### src/rtl/data_or_capture2.sv
// data_or_capture2: capture stage behind the 2-bit OR stage (dataOr2).
// Accepts OR results over valid/ready into a first-word-fall-through FIFO.
// It also keeps a saturating count of words offered while the FIFO was full.
// Optional feature macro: DATA_OR_CAPTURE2_ACC_EN builds the sticky OR
// accumulator (accOut/accClear). Without it, accOut reads 2'b00 and
// accClear is ignored.
module data_or_capture2 #(
  parameter int DEPTH  = 4,
  parameter int DROP_W = 8
) (
  input  logic                     clk,
  input  logic                     rst,
  input  logic [1:0]               dataIn,
  input  logic                     inValid,
  output logic                     inReady,
  output logic [1:0]               dataOut,
  output logic                     outValid,
  input  logic                     outReady,
  output logic [$clog2(DEPTH):0]   count,
  output logic [1:0]               accOut,
  input  logic                     accClear,
  output logic [DROP_W-1:0]        dropCnt
);

  localparam int AW = $clog2(DEPTH);

  localparam logic [AW-1:0]     PTR_ONE    = 1;
  localparam logic [AW:0]       COUNT_ONE  = 1;
  localparam logic [AW:0]       COUNT_FULL = DEPTH;
  localparam logic [DROP_W-1:0] DROP_ONE   = 1;
  localparam logic [DROP_W-1:0] DROP_MAX   = '1;

  // FIFO status is decoded from the occupancy; there is no other state machine.
  typedef enum logic [1:0] {
    EMPTY,
    PARTIAL,
    FULL
  } fifo_state_t;

  fifo_state_t      state;
  logic [1:0]       mem [DEPTH];
  logic [AW-1:0]    wr_ptr;
  logic [AW-1:0]    rd_ptr;
  logic             full;
  logic             push;
  logic             pop;
  logic             drop;

  // Classify the occupancy into empty / partial / full.
  always_comb begin
    state = PARTIAL;
    if (count == '0) begin
      state = EMPTY;
    end else if (count == COUNT_FULL) begin
      state = FULL;
    end
  end

  // Handshake decode. Readiness ignores outReady, so a full FIFO never takes
  // a word in the same cycle it pops one, and reset blocks acceptance at once.
  always_comb begin
    full     = (state == FULL);
    outValid = (state != EMPTY);
    inReady  = !full && !rst;
    push     = inValid && inReady;
    pop      = outValid && outReady;
    drop     = inValid && !inReady && !rst;
    dataOut  = outValid ? mem[rd_ptr] : 2'b00;
  end

  // Storage array: written on accepted pushes only and never reset, since
  // an empty FIFO masks dataOut anyway.
  always_ff @(posedge clk) begin
    if (push) begin
      mem[wr_ptr] <= dataIn;
    end
  end

  // Pointers and occupancy; pointers wrap naturally because DEPTH is a power of two.
  always_ff @(posedge clk) begin
    if (rst) begin
      wr_ptr <= '0;
      rd_ptr <= '0;
      count  <= '0;
    end else begin
      if (push) begin
        wr_ptr <= wr_ptr + PTR_ONE;
      end
      if (pop) begin
        rd_ptr <= rd_ptr + PTR_ONE;
      end
      case ({push, pop})
        2'b10:   count <= count + COUNT_ONE;
        2'b01:   count <= count - COUNT_ONE;
        default: count <= count;
      endcase
    end
  end

  // Count offered-but-refused words, sticking at the maximum value.
  always_ff @(posedge clk) begin
    if (rst) begin
      dropCnt <= '0;
    end else if (drop && (dropCnt != DROP_MAX)) begin
      dropCnt <= dropCnt + DROP_ONE;
    end
  end

`ifdef DATA_OR_CAPTURE2_ACC_EN
  // Sticky OR of accepted words; a clear that coincides with a push restarts
  // the accumulation from that word rather than losing it.
  always_ff @(posedge clk) begin
    if (rst) begin
      accOut <= 2'b00;
    end else if (accClear && push) begin
      accOut <= dataIn;
    end else if (accClear) begin
      accOut <= 2'b00;
    end else if (push) begin
      accOut <= accOut | dataIn;
    end
  end
`else
  logic unused_acc_clear;

  assign accOut           = 2'b00;
  assign unused_acc_clear = accClear;
`endif

endmodule

### config.mk
export PLATFORM = sky130hd
export DESIGN_NAME = data_or_capture2
export DESIGN_NICKNAME = d
export VERILOG_FILES = /design/src/rtl/data_or_capture2.sv
export SDC_FILE = /design/constraint.sdc
export NUM_CORES = 1
export LEC_CHECK = 0
export ABC_AREA = 0
export BUFFER_PORTS_ARGS = -buffer_cell sky130_fd_sc_hd__buf_4
export CAP_MARGIN = 0
export CORE_MARGIN = 5
export CORE_UTILIZATION = 53
export DETAILED_ROUTE_END_ITERATION = 8
export GPL_ROUTABILITY_DRIVEN = 0
export PLACE_DENSITY = 0.77
export SETUP_SLACK_MARGIN = 0.02
export SLEW_MARGIN = 25
export SYNTH_ARGS = -nofsm -noshare
export SYNTH_HDL_FRONTEND = slang
export SYNTH_SLANG_ARGS = --single-unit
### constraint.sdc
create_clock -name clk -period 5.2 [get_ports clk]
set_input_delay 0 -clock clk [delete_from_list [all_inputs] [get_ports clk]]
set_output_delay 0 -clock clk [all_outputs]
set_load 0.02 [all_outputs]
### After elaboration in Yosys (flattened, before gate mapping)

Memories as Yosys holds them, arrays and structs flattened. A register that Yosys moved wholly into a read port is not among the register bits.
Cells that the tools add are included.

| cells by class | value |
|---|---|
| add/sub/neg operators | 5 |
| mux-type cells | 8 |
| equality and inequality tests | 5 |
| reductions and logical operators | 12 |

Operators by type and width:

| operator | count |
|---|---|
| $mux 2 | 5 |
| $add 8x1->8 const B | 1 |
| $ne 8x8->1 const B | 1 |
| $logic_and 1x1->1 | 6 |
| $pmux 3 s2 | 1 |
| $add 2x1->2 const B | 2 |
| $eq 2x2->1 const B | 2 |
| $reduce_bool 2->1 | 2 |
| $add 3x1->3 const B | 1 |
| $eq 3x3->1 const B | 1 |
| $logic_not 1->1 | 3 |
| $logic_not 3->1 | 1 |
| $sub 3x1->3 const B | 1 |
| $eq 2x1->1 const B | 1 |
| $mux 1 | 2 |

| storage, ports and cells | value |
|---|---|
| memory bits (writable) | 8 |
| input port bits | 7 |
| output and inout bits | 17 |
| register bits after elaboration | 15 |
| logic and storage cells | 35 |
| memories kept | 1 |

Memories:

| name | depth | width | rd ports | clocked after Yosys merged registers in | write ports | RTL line | RTL |
|---|---|---|---|---|---|---|---|
| mem | 4 | 2 | 1 | 1 | 1 | 41 | `logic [1:0] mem [DEPTH];` |

### Longest topological paths before layout

Gate-level depths: netlist (run 1).

| logic depth | value |
|---|---|
| depth after elaboration | 10 |
| depth in mapped cells | 9 |
| depth with buffers taken out | 9 |

### Worst setup path after synthesis (run 1)

Ideal clock, no wire load.

| timing | value |
|---|---|
| path type | register -> register |
| from | reg count[2] |
| to | reg count[2] |
| required time | 5,130 ps |
| setup time | 70 ps |
| data arrival time | 2,189 ps |
| path slack | 2,941 ps |
| period minus slack after synthesis | 2,259 ps |
| buffers on the path | 0 |
| stages on the path, launching flop included | 10 |
| cell sequence | dfxtp_1 nor3b_4 nor3b_2 inv_1 ha_1 inv_1 fa_1 xor2_1 or3_1 a21oi_1 |

| between the ends | value |
|---|---|
| longest elaborated chain between the ends | 9 |
| elaborated cells on any way between the ends | 16 |
| classes of those cells | add/sub: 2; eq/ne: 4; mux: 3; reduce/logical: 7 |

RTL lines:

| what | RTL line | RTL |
|---|---|---|
| from (decl) | 19 | `output logic [$clog2(DEPTH):0] count,` |
| from (signal assigned) | 93 | `2'b10: count <= count + COUNT_ONE;` |
| from (signal assigned) | 94 | `2'b01: count <= count - COUNT_ONE;` |
| from (signal assigned) | 95 | `default: count <= count;` |
| $eq 3x3->1 | 54 | `end else if (count == COUNT_FULL) begin` |
| $mux 2 | 54 |  |
| $mux 2 | 52 | `if (count == '0) begin` |
| $eq 2x2->1 | 62 | `full = (state == FULL);` |
| $logic_not 1->1 | 64 | `inReady = !full && !rst;` |
| $logic_and 1x1->1 | 64 |  |
| $logic_and 1x1->1 | 65 | `push = inValid && inReady;` |
| $eq 2x1->1 / $eq 2x2->1 (equally long branches) | 92 | `case ({push, pop})` |
| $pmux 3 s2 / $reduce_bool 2->1 (equally long branches) | - |  |

Parallel ways exist; a longest one is shown, timed or not.
A chain may end at the register's enable or synchronous reset.

### Worst setup path in the final report (run 1)

Same ends and word-level chain as after synthesis.

==> summary.md, run 1 <==
| Metric | Value |
|---|---|
| CTS Buf Count | `3` |
| Flops & latches, synth | `25` |
| Synth-to-Final Area Change | `18.80%` |
| Post-Syn Area | `1185 sq um` |
| PwrDens | `around 370 nW/um^2` |
| P_sw | `176.3 uW` |
| Commonest cells after routing, fill and taps aside | `buf_4, dfxtp_1, nor2_1, edfxtp_1, and2_1` |
| TritonCTS clock tree | `yes` |
| Grt ovf | `0` |
| DIE AREA | `between 3000 and 4000 sq um` |
| Switching part of the total power | `34.26%` |
| Adder-Cell Fraction of Synth Area | `between 8 and 9%` |
| Clock Tree Buf Depth | `2` |
| Antenna Nets Post-Route | `0` |
| Post-layout net count | `148` |
| Root Buffer Master | `clkbuf_4` |
| Critical Path AT | `2.67 ns` |
| Final WL | `approximately 2.1 mm` |
| Worst min-delay path class | `in2reg` |
| Pre-antenna DRT Iters | `4` |
| Via-to-Cell Ratio | `~5.5` |
| DRT iter0 DRCs | `13` |
| Synth Area in Simple Gates | `19.32%` |
| Reported leakage power | `approximately 0.54 nW` |
| Seq/Total Area, Yosys | `between 40% and 50%` |
| H-tree Lvls | `1` |
| Via count | `about 880` |
| Largest family of logic cells by synthesized area | `simple AND/OR/NAND/NOR gates` |
| Core Box Area | `~2200 sq um` |
| Crit Path Max Fanout | `8` |
| Comb power frac | `a little over a third` |
| Worst EP required | `5.47 ns` |
| Post-synthesis cell count | `approximately 110` |
| Final Hold Viols | `0` |
| Critical path startpoint category | `flop` |
| Final instance area | `about 1400 sq um` |
| Fin crit share | `between 40% and 50%` |
| Peak Freq | `416.7 MHz` |
| Final Max Tran Viols | `0` |
| Post-CTS sizing | `0` |
| Peak supply drop | `approximately 0.22 mV` |
| YS warnings | `0` |
| Layout cells sized above 1 | `roughly a quarter` |
| GRT Total Usage | `between 10 and 15%` |
| Final Critical Period | `2.400 ns` |
| Worst slack, placed | `around 2.8 ns` |
| Synth Area in Compound Gates | `under 10%` |
| Row Count | `17` |
| RSZ-0062 raised after global routing | `no` |
| IO Port Bufs | `20` |
| Fin Clk Skew | `about 0.0047 ns` |
| First-pass GRT wire length | `3.525 mm` |
| Fillers | `185` |
| Max cap viols | `0` |
| DIE HEIGHT | `between 50 and 60 microns` |
| Flop pwr share | `between 40% and 50%` |
| Setup TNS | `0 ns` |
| Post-layout worst setup margin | `roughly 2.8 ns` |
| FF+latch area | `580.6 sq um` |
| Largest net degree at the start of global routing | `20` |
| Post-DR wirelength/cell | `between 10 and 15 microns` |
| Dpl cell area | `1350 sq um` |
| Crit Path Class | `reg2reg` |
| Num ports | `24` |
| HPWL after detailed placement | `roughly 1.6 mm` |
| Post-layout power | `between 500 and 600 uW` |
| Mux cell area share after synthesis | `4.646%` |
| Synth Area in XOR/XNOR | `between 5 and 6%` |
| # setup viols final | `0` |
| Commonest non-fill, non-tap cell in the layout | `buf_4` |
| Vias in the first global route | `between 800 and 900` |
| Mapped Avg Cell Area | `10.87 sq um` |
| Initial Utilization | `54.61%` |
| Inserted Diodes | `0` |
| Die X | `between 50 and 60 microns` |
| Area of the multi-input gates | `561.8 sq um` |
| Unique masters post-synth | `34` |
| Clock latency on the worst-skew pair | `~0.32 ns` |
| Int Pwr | `between 300 and 400 uW` |
| Worst-path clk slew | `~0.13 ns` |
| CP Capture Type | `flop` |
| Clk pwr share | `roughly 17%` |
| Status | `finished, final reports clean` |
| Postcts setup bufs | `0` |
| CTS Hold Bufs | `3` |
| Clock Sinks | `25` |
| DRC Markers | `0` |
| Initial antenna violation count | `0` |
logic make-up after synthesis:
| group | count (synthesis) |
|---|---|
| other cells | 1 |
| buf+inv | 10 |
| xor+xnor | 7 |
| compound gates | 16 |
| fa+ha+maj | 7 |
| flops | 25 |
| mux | 3 |
| simple gates | 40 |
state kept, by name, indices dropped and copies added (netlist names), named ones only:
| signal | count |
|---|---|
| count | 3 |
| dropCnt | 8 |
| mem | 8 |
| rd_ptr | 2 |
| wr_ptr | 2 |
area by class of cell:
class	instances	area share [%]
inverter	6	1.600
multi-input combinational	75	39.91
timing repair buffer	23	12.80
tap	28	2.489
clock buffer	3	1.600
sequential	25	41.24
clock inverter	1	0.3556
per-stage QoR:
stage          hold slack [ns]  util, %  instances
2_1_floorplan          0.09887        -        110
3_3_place_gp            0.2059    62.23        154
3_5_place_dp            0.2082    62.23        154
4_1_cts                0.06692    64.88        161
5_1_grt                0.07091    64.88        161
6_report               0.07013    64.88        161
synth_stat cells:
| cell | count | area (sq um) |
|---|---|---|
| nor4bb_1 | 1 | 10.01 |
| conb_1 | 1 | 3.750 |
| nor3b_2 | 1 | 12.51 |
| mux4_2 | 2 | 45.04 |
| nor2_1 | 13 | 48.80 |
| nand2_1 | 4 | 15.01 |
| xnor2_1 | 2 | 17.52 |
| inv_1 | 6 | 22.52 |
| xor2_1 | 5 | 43.79 |
| a31oi_1 | 2 | 12.51 |
| ha_1 | 6 | 75.07 |
| o21ai_0 | 3 | 15.01 |
| edfxtp_1 | 8 | 240.2 |
| o211ai_4 | 1 | 21.27 |
| a21oi_1 | 5 | 25.02 |
| nor3b_4 | 1 | 18.77 |
| nand3_1 | 5 | 25.02 |
| a2111oi_0 | 1 | 8.760 |
| nand4_1 | 1 | 6.260 |
| buf_2 | 1 | 5.000 |
| mux2i_1 | 1 | 10.01 |
| a211oi_1 | 1 | 7.510 |
| or3_1 | 1 | 6.260 |
| o2111ai_1 | 1 | 8.760 |
| buf_4 | 2 | 15.01 |
| and2_1 | 7 | 43.79 |
| and2b_1 | 1 | 7.510 |
| dfxtp_1 | 17 | 340.3 |
| or4_1 | 1 | 7.510 |
| or3_2 | 3 | 22.52 |
| nor3_1 | 1 | 5.000 |
| o31ai_1 | 2 | 15.01 |
| buf_1 | 1 | 3.750 |
| fa_1 | 1 | 20.02 |
critical path, stage by stage, from the launching register on:
cell     delay [ns]
dfxtp_1        0.41
nor3b_4        0.44
nor3b_2        0.16
inv_1          0.10
ha_1           0.18
inv_1          0.06
fa_1           0.37
xor2_1         0.16
or3_1          0.31
a21oi_1        0.14
layer usage:
| metal | wire length (microns) | up-vias | GRT usage [%] |
|---|---|---|---|
| li1 | - | 427 | - |
| met3 | 120 | 5 | 2.715 |
| met1 | 881 | 414 | 15.90 |
| met4 | 50 | 0 | 8.278 |
| met2 | 1058 | 32 | 23.98 |
| met5 | 0 | - | 0 |
final timing paths:
path | from | endpoint | slack, ns | cells past startpoint
max reg2reg | count[2] | count[2] | 2.80 | 9
max | count[2] | count[2] | 2.80 | 9
min | outReady | rd_ptr[1] | 0.07 | 4
min reg2reg | dropCnt[5] | dropCnt[5] | 0.54 | 2
power by group through the flow:
stage | Sequential (mW) | Combinational [mW] | Clock [mW]
final | 0.247 | 0.182 | 0.0849
after global routing | 0.251 | 0.207 | 0.0951
after CTS | 0.247 | 0.186 | 0.0879
after detailed placement | 0.252 | 0.183 | 0
after global placement | 0.250 | 0.177 | 0
after floorplan | 0.258 | 0.118 | 0
(Power assumes the default switching activity.)
==> run 2, diff against run 1 <==
Clock period 5.2 ns to 2.3 ns, I/O delays scaled along.
==> summary.md, run 2 (synthesis gave the netlist of run 1 again) <==
| Metric | Value |
|---|---|
| Status | `finished, final reports clean` |
| Worst min-delay path class | `in2reg` |
| Flop-to-flop setup slack | `0.15 ns (-2.65 ns)` |
| DRC Markers | `0 (unchanged)` |
| Synth-to-Final Area Change | `20.80%` |
| Post-layout net count | `150 (+1.4%)` |
| PwrDens | `834.2 nW/um^2 (+130%)` |
| Initial Utilization | `54.61% (unchanged)` |
| Max cap viols | `0 (unchanged)` |
| Largest registers | `dropCnt (8), mem (8), count (3)` |
| CP Capture Type | `flop` |
| Vias in the first global route | `815 (-5.0%)` |
| Root Buffer Master | `clkbuf_4` |
| Fin Clk Skew | `0.002013 ns (-0.002694 ns)` |
| Clock latency on the worst-skew pair | `0.31 ns (about the same)` |
| Final Max Tran Viols | `0 (unchanged)` |
| Initial antenna violation count | `0 (unchanged)` |
| Fillers | `189 (+2.2%)` |
| Die X | `57.28 microns (unchanged)` |
| HPWL after detailed placement | `1.614 mm (+2.4%)` |
| TritonCTS clock tree | `yes` |
| Commonest cells after routing, fill and taps aside | `buf_4, dfxtp_1, nor2_1, edfxtp_1, and2_1` |
| Crit Path Max Fanout | `5 (-3)` |
| Worst EP required | `2.55 ns (-2.92 ns)` |
| DIE HEIGHT | `57.28 microns (unchanged)` |
| Clock Tree Buf Depth | `2 (unchanged)` |
| Crit Path Class | `reg2reg` |
| Final WL | `2.221 mm (+5.3%)` |
| Via-to-Cell Ratio | `5.282 (-3.1%)` |
| Layout cells sized above 1 | `26.67% (+2.6 points)` |
| Core Box Area | `2170 sq um (unchanged)` |
| Largest net degree at the start of global routing | `20 (unchanged)` |
| Critical path startpoint category | `flop` |
| Pre-antenna DRT Iters | `4 (unchanged)` |
| First-pass GRT wire length | `3.629 mm (+3.0%)` |
| Peak Freq | `466.1 MHz (+12%)` |
| Grt ovf | `0 (unchanged)` |
| Setup TNS | `0 ns (unchanged)` |
| # setup viols final | `0 (unchanged)` |
| Final hold slack | `0.1003 ns (+0.03018 ns)` |
| Clock Sinks | `25 (unchanged)` |
| Row Count | `17 (unchanged)` |
| DIE AREA | `3281 sq um (unchanged)` |
| Final Hold Viols | `0 (unchanged)` |
| Worst stage delay on the critical path | `0.47 ns (+0.03 ns)` |
| RSZ-0062 raised after global routing | `no` |
| Post-DR wirelength/cell | `13.63 microns (+4.0%)` |
| Crit-path slowest cell | `dfxtp_1` |
| H-tree Lvls | `1 (unchanged)` |
| Inserted Diodes | `0 (unchanged)` |
| CTS Buf Count | `3 (unchanged)` |
| Worst-path clk slew | `0.13 ns (about the same)` |
| Fin crit share | `93.29% (+47 points)` |
| Commonest non-fill, non-tap cell in the layout | `buf_4` |
| Num ports | `24 (unchanged)` |
| GRT Total Usage | `14.52% (+0.59 points)` |
| Peak supply drop | `0.5168 mV (+130%)` |
| Critical Path AT | `2.40 ns (-0.27 ns)` |
| Worst-path cell chain | `or3_4, and2_1, ha_1, inv_1, fa_1, xor2_1, or3_1, a21oi_2` |
| Antenna Nets Post-Route | `0 (unchanged)` |
| Reported leakage power | `0.5533 nW (+1.9%)` |
| DRT iter0 DRCs | `26 (+13)` |
| Via count | `861 (-1.9%)` |
| Final Critical Period | `2.146 ns (-0.2539 ns)` |
| IO Port Bufs | `20 (unchanged)` |
## run 2: changes by cell type in the layout (fill, tap and decap cells not counted)
cell / delta
buf_4: +2
a21oi_1: -1
a21oi_2: +1
dfxtp_1: -1
dfxtp_2: +1
or3_2: -1
or3_4: +1
## run 2: report_power, final
part           total [mW]  switching (mW)  internal (mW)
logic               0.436           0.226          0.210
clock network       0.190           0.125         0.0650
registers           0.568          0.0597          0.508
## run 2: worst max-delay path, delay by kind of cell, from the launching register on
kind	cells	cell delay [ns]
AO/OA/AOI/OAI	1	0.15
XOR/XNOR	1	0.16
adder cells (fa/ha/maj)	2	0.56
buffers and inverters	1	0.06
flip-flops	1	0.47
AND/OR/NAND/NOR	3	0.69
## run 2: path summary, 6_finish.rpt
path / from / cells after the start / end
worst min register to register: dropCnt[5] / 2 / dropCnt[5]
worst max-delay path: count[1] / 8 / count[2]
worst max register to register: count[1] / 8 / count[2]
worst min-delay path: outReady / 4 / rd_ptr[1]
## run 2: metrics by stage
stage / utilization, % / std cells / area (sq um) / total power [mW] / setup WS, ns
floorplan: - / 110 / 1189 / 0.8497 / 0.04118
global route: 65.97 / 163 / 1431 / 1.288 / 0.02890
CTS: 65.57 / 163 / 1423 / 1.191 / 0.08615
finish: 65.97 / 163 / 1431 / 1.194 / 0.1544
detailed placement: 62.92 / 156 / 1365 / 0.9978 / 0.1119
global placement: 62.92 / 156 / 1365 / 0.9752 / 0.2205
## run 2: cell type report
type | instances | area, sq um | area share, %
repair buffers | 25 | 195.2 | 13.64
flip-flops and latches | 25 | 581.8 | 40.65
clock inverters | 1 | 5.005 | 0.3497
multi-input cells | 75 | 569.3 | 39.77
inverters | 6 | 22.52 | 1.573
clock buffers | 3 | 22.52 | 1.573
well taps | 28 | 35.03 | 2.448
## run 2: timing repair
action,4_1_cts,5_1_grt
buffers inserted,0,0
resized for setup,0,3
hold buffers,3,0
hold endpoints to repair,14,0
endpoints found under the setup margin,0,1
## run 2: per-layer routing
layer,share of wire (%),track usage (%)
met1,42,17.97
met2,52,24.63
met3,5.3,3.620
met4,1.2,4.967
met5,0,0
==> run 3, diff against run 2 <==
Settings changed: CORE_MARGIN 5 to 3.
==> summary.md, run 3 (synthesis gave the netlist of run 1 again) <==
| Metric | Value |
|---|---|
| PwrDens | `824.0 nW/um^2 (-1.2%)` |
| Fillers | `170 (-10%)` |
| Die X | `53.28 microns (-7.0%)` |
| RR Startpoint | `count[2]` |
| Initial Utilization | `58.03% (+3.4 points)` |
| Worst-path clk slew | `0.13 ns (about the same)` |
| DRT iter0 DRCs | `19 (-27%)` |
| Worst EP required | `2.56 ns (about the same)` |
| Via-to-Cell Ratio | `5.321 (+0.73%)` |
| DIE AREA | `2839 sq um (-13%)` |
| Worst min-delay path class | `in2reg` |
| Max cap viols | `0 (unchanged)` |
| Vias in the first global route | `783 (-3.9%)` |
| Flop-to-flop setup slack | `0.15 ns (about the same)` |
| Root Buffer Master | `clkbuf_4` |
| IO Port Bufs | `20 (unchanged)` |
| Crit Path Max Fanout | `5 (unchanged)` |
| Post-layout worst setup margin | `0.1548 ns (+0.0004800 ns)` |
| Via count | `862 (+0.12%)` |
| Layout cells sized above 1 | `25.19% (-1.5 points)` |
| Row Count | `16 (-1)` |
| Postcts setup bufs | `0 (unchanged)` |
| Status | `finished, final reports clean` |
| Reported leakage power | `0.5511 nW (-0.40%)` |
| Final Hold Viols | `0 (unchanged)` |
| Peak Freq | `466.2 MHz (about the same)` |
| TritonCTS clock tree | `yes` |
| Setup crit end | `count[2]` |
| DIE HEIGHT | `53.28 microns (-7.0%)` |
| Final Critical Period | `2.145 ns (-0.0004800 ns)` |
| H-tree Lvls | `1 (unchanged)` |
| Critical Path AT | `2.40 ns (about the same)` |
| Area of the multi-input gates | `561.8 sq um (-1.3%)` |
| Crit Path Class | `reg2reg` |
| # setup viols final | `0 (unchanged)` |
| Clock Tree Buf Depth | `2 (unchanged)` |
| First-pass GRT wire length | `3.360 mm (-7.4%)` |
| Initial antenna violation count | `0 (unchanged)` |
| Synth-to-Final Area Change | `19.96%` |
| Setup TNS | `0 ns (unchanged)` |
| Fin crit share | `93.27% (about the same)` |
| GRT Total Usage | `16.49% (+2.0 points)` |
| Clock latency on the worst-skew pair | `0.31 ns (about the same)` |
| Largest registers | `dropCnt (8), mem (8), count (3)` |
| Peak supply drop | `0.5584 mV (+8.0%)` |
| Setup crit start | `count[2]` |
| Grt ovf | `0 (unchanged)` |
| CP Capture Type | `flop` |
| HPWL after detailed placement | `1.526 mm (-5.4%)` |
| Commonest non-fill, non-tap cell in the layout | `buf_4` |
| Reg2Reg Depth | `8 (unchanged)` |
| Inserted Diodes | `0 (unchanged)` |
| DRC Markers | `0 (unchanged)` |
| CTS Buf Count | `3 (unchanged)` |
| Post-layout net count | `150 (unchanged)` |
| Fin Clk Skew | `0.009129 ns (+0.007116 ns)` |
| Pre-antenna DRT Iters | `4 (unchanged)` |
| Post-DR wirelength/cell | `12.70 microns (-6.8%)` |
| RSZ-0062 raised after global routing | `no` |
| Largest net degree at the start of global routing | `20 (unchanged)` |
| Antenna Nets Post-Route | `0 (unchanged)` |
| Worst slack, placed | `0.1478 ns (+0.03586 ns)` |
| FF+latch area | `581.8 sq um (unchanged)` |
| Reg2reg end | `count[2]` |
| Final Max Tran Viols | `0 (unchanged)` |
| Core Box Area | `2042 sq um (-5.9%)` |
| Critical path startpoint category | `flop` |
| Commonest cells after routing, fill and taps aside | `buf_4, dfxtp_1, nor2_1, edfxtp_1, and2_1` |
| Clock Sinks | `25 (unchanged)` |
| Num ports | `24 (unchanged)` |
| Final WL | `2.058 mm (-7.3%)` |
[run 3: layout make-up]
type                            instances  area share (%)
Sequential cell                        25           40.93
Multi-Input combinational cell         75           39.52
Timing Repair Buffer                   25           13.73
Tap cell                               27           2.377
Clock buffer                            4           1.849
Inverter                                6           1.585
[run 3: worst min path at each step]
stage	startpoint	depth (start not counted)	endpoint
global placement	dataIn[1]	1	mem[2][1]
detailed placement	dataIn[1]	1	mem[2][1]
global route	outReady	4	rd_ptr[1]
finish	outReady	4	rd_ptr[1]
CTS	outReady	4	rd_ptr[1]
floorplan	dataIn[0]	0	mem[0][0]
[run 3: what timing repair did]
action                                  4_1_cts  5_1_grt
resized for setup                             0        1
endpoints found under the setup margin        0        1
endpoints found under the hold margin        20        0
hold buffers                                  3        0
[run 3: metal layers]
layer	routed length [microns]	up-vias	GRT usage (%)
met3	105	4	3.662
met2	977	24	26.53
met1	941	404	20.74
met5	0	-	0
li1	-	430	-
met4	34	0	7.660
[run 3: through the flow]
stage	cell area, sq um	util (%)	hold WS [ns]	std cells	power (mW)
floorplan	1189	-	0.09887	110	0.8497
global placement	1364	66.79	0.2063	155	0.9756
detailed placement	1364	66.79	0.2073	155	0.9886
CTS	1420	69.55	0.09311	162	1.180
global route	1421	69.61	0.09069	162	1.245
finish	1421	69.61	0.09443	162	1.171
[run 3: worst max-delay path: stages, from the launching register on]
cell and delay [ns]:
dfxtp_1 0.37, or3_2 0.53, and2_1 0.21, ha_1 0.21, inv_1 0.07, fa_1 0.17, xor2_1 0.08, or3_1 0.31
a21oi_1 0.14
[run 3: power by group]
part           total [mW]  switching (mW)  internal (mW)
Sequential          0.565          0.0564          0.508
Combinational       0.416           0.216          0.200
Clock               0.191           0.123         0.0677
Total                1.17           0.395          0.776
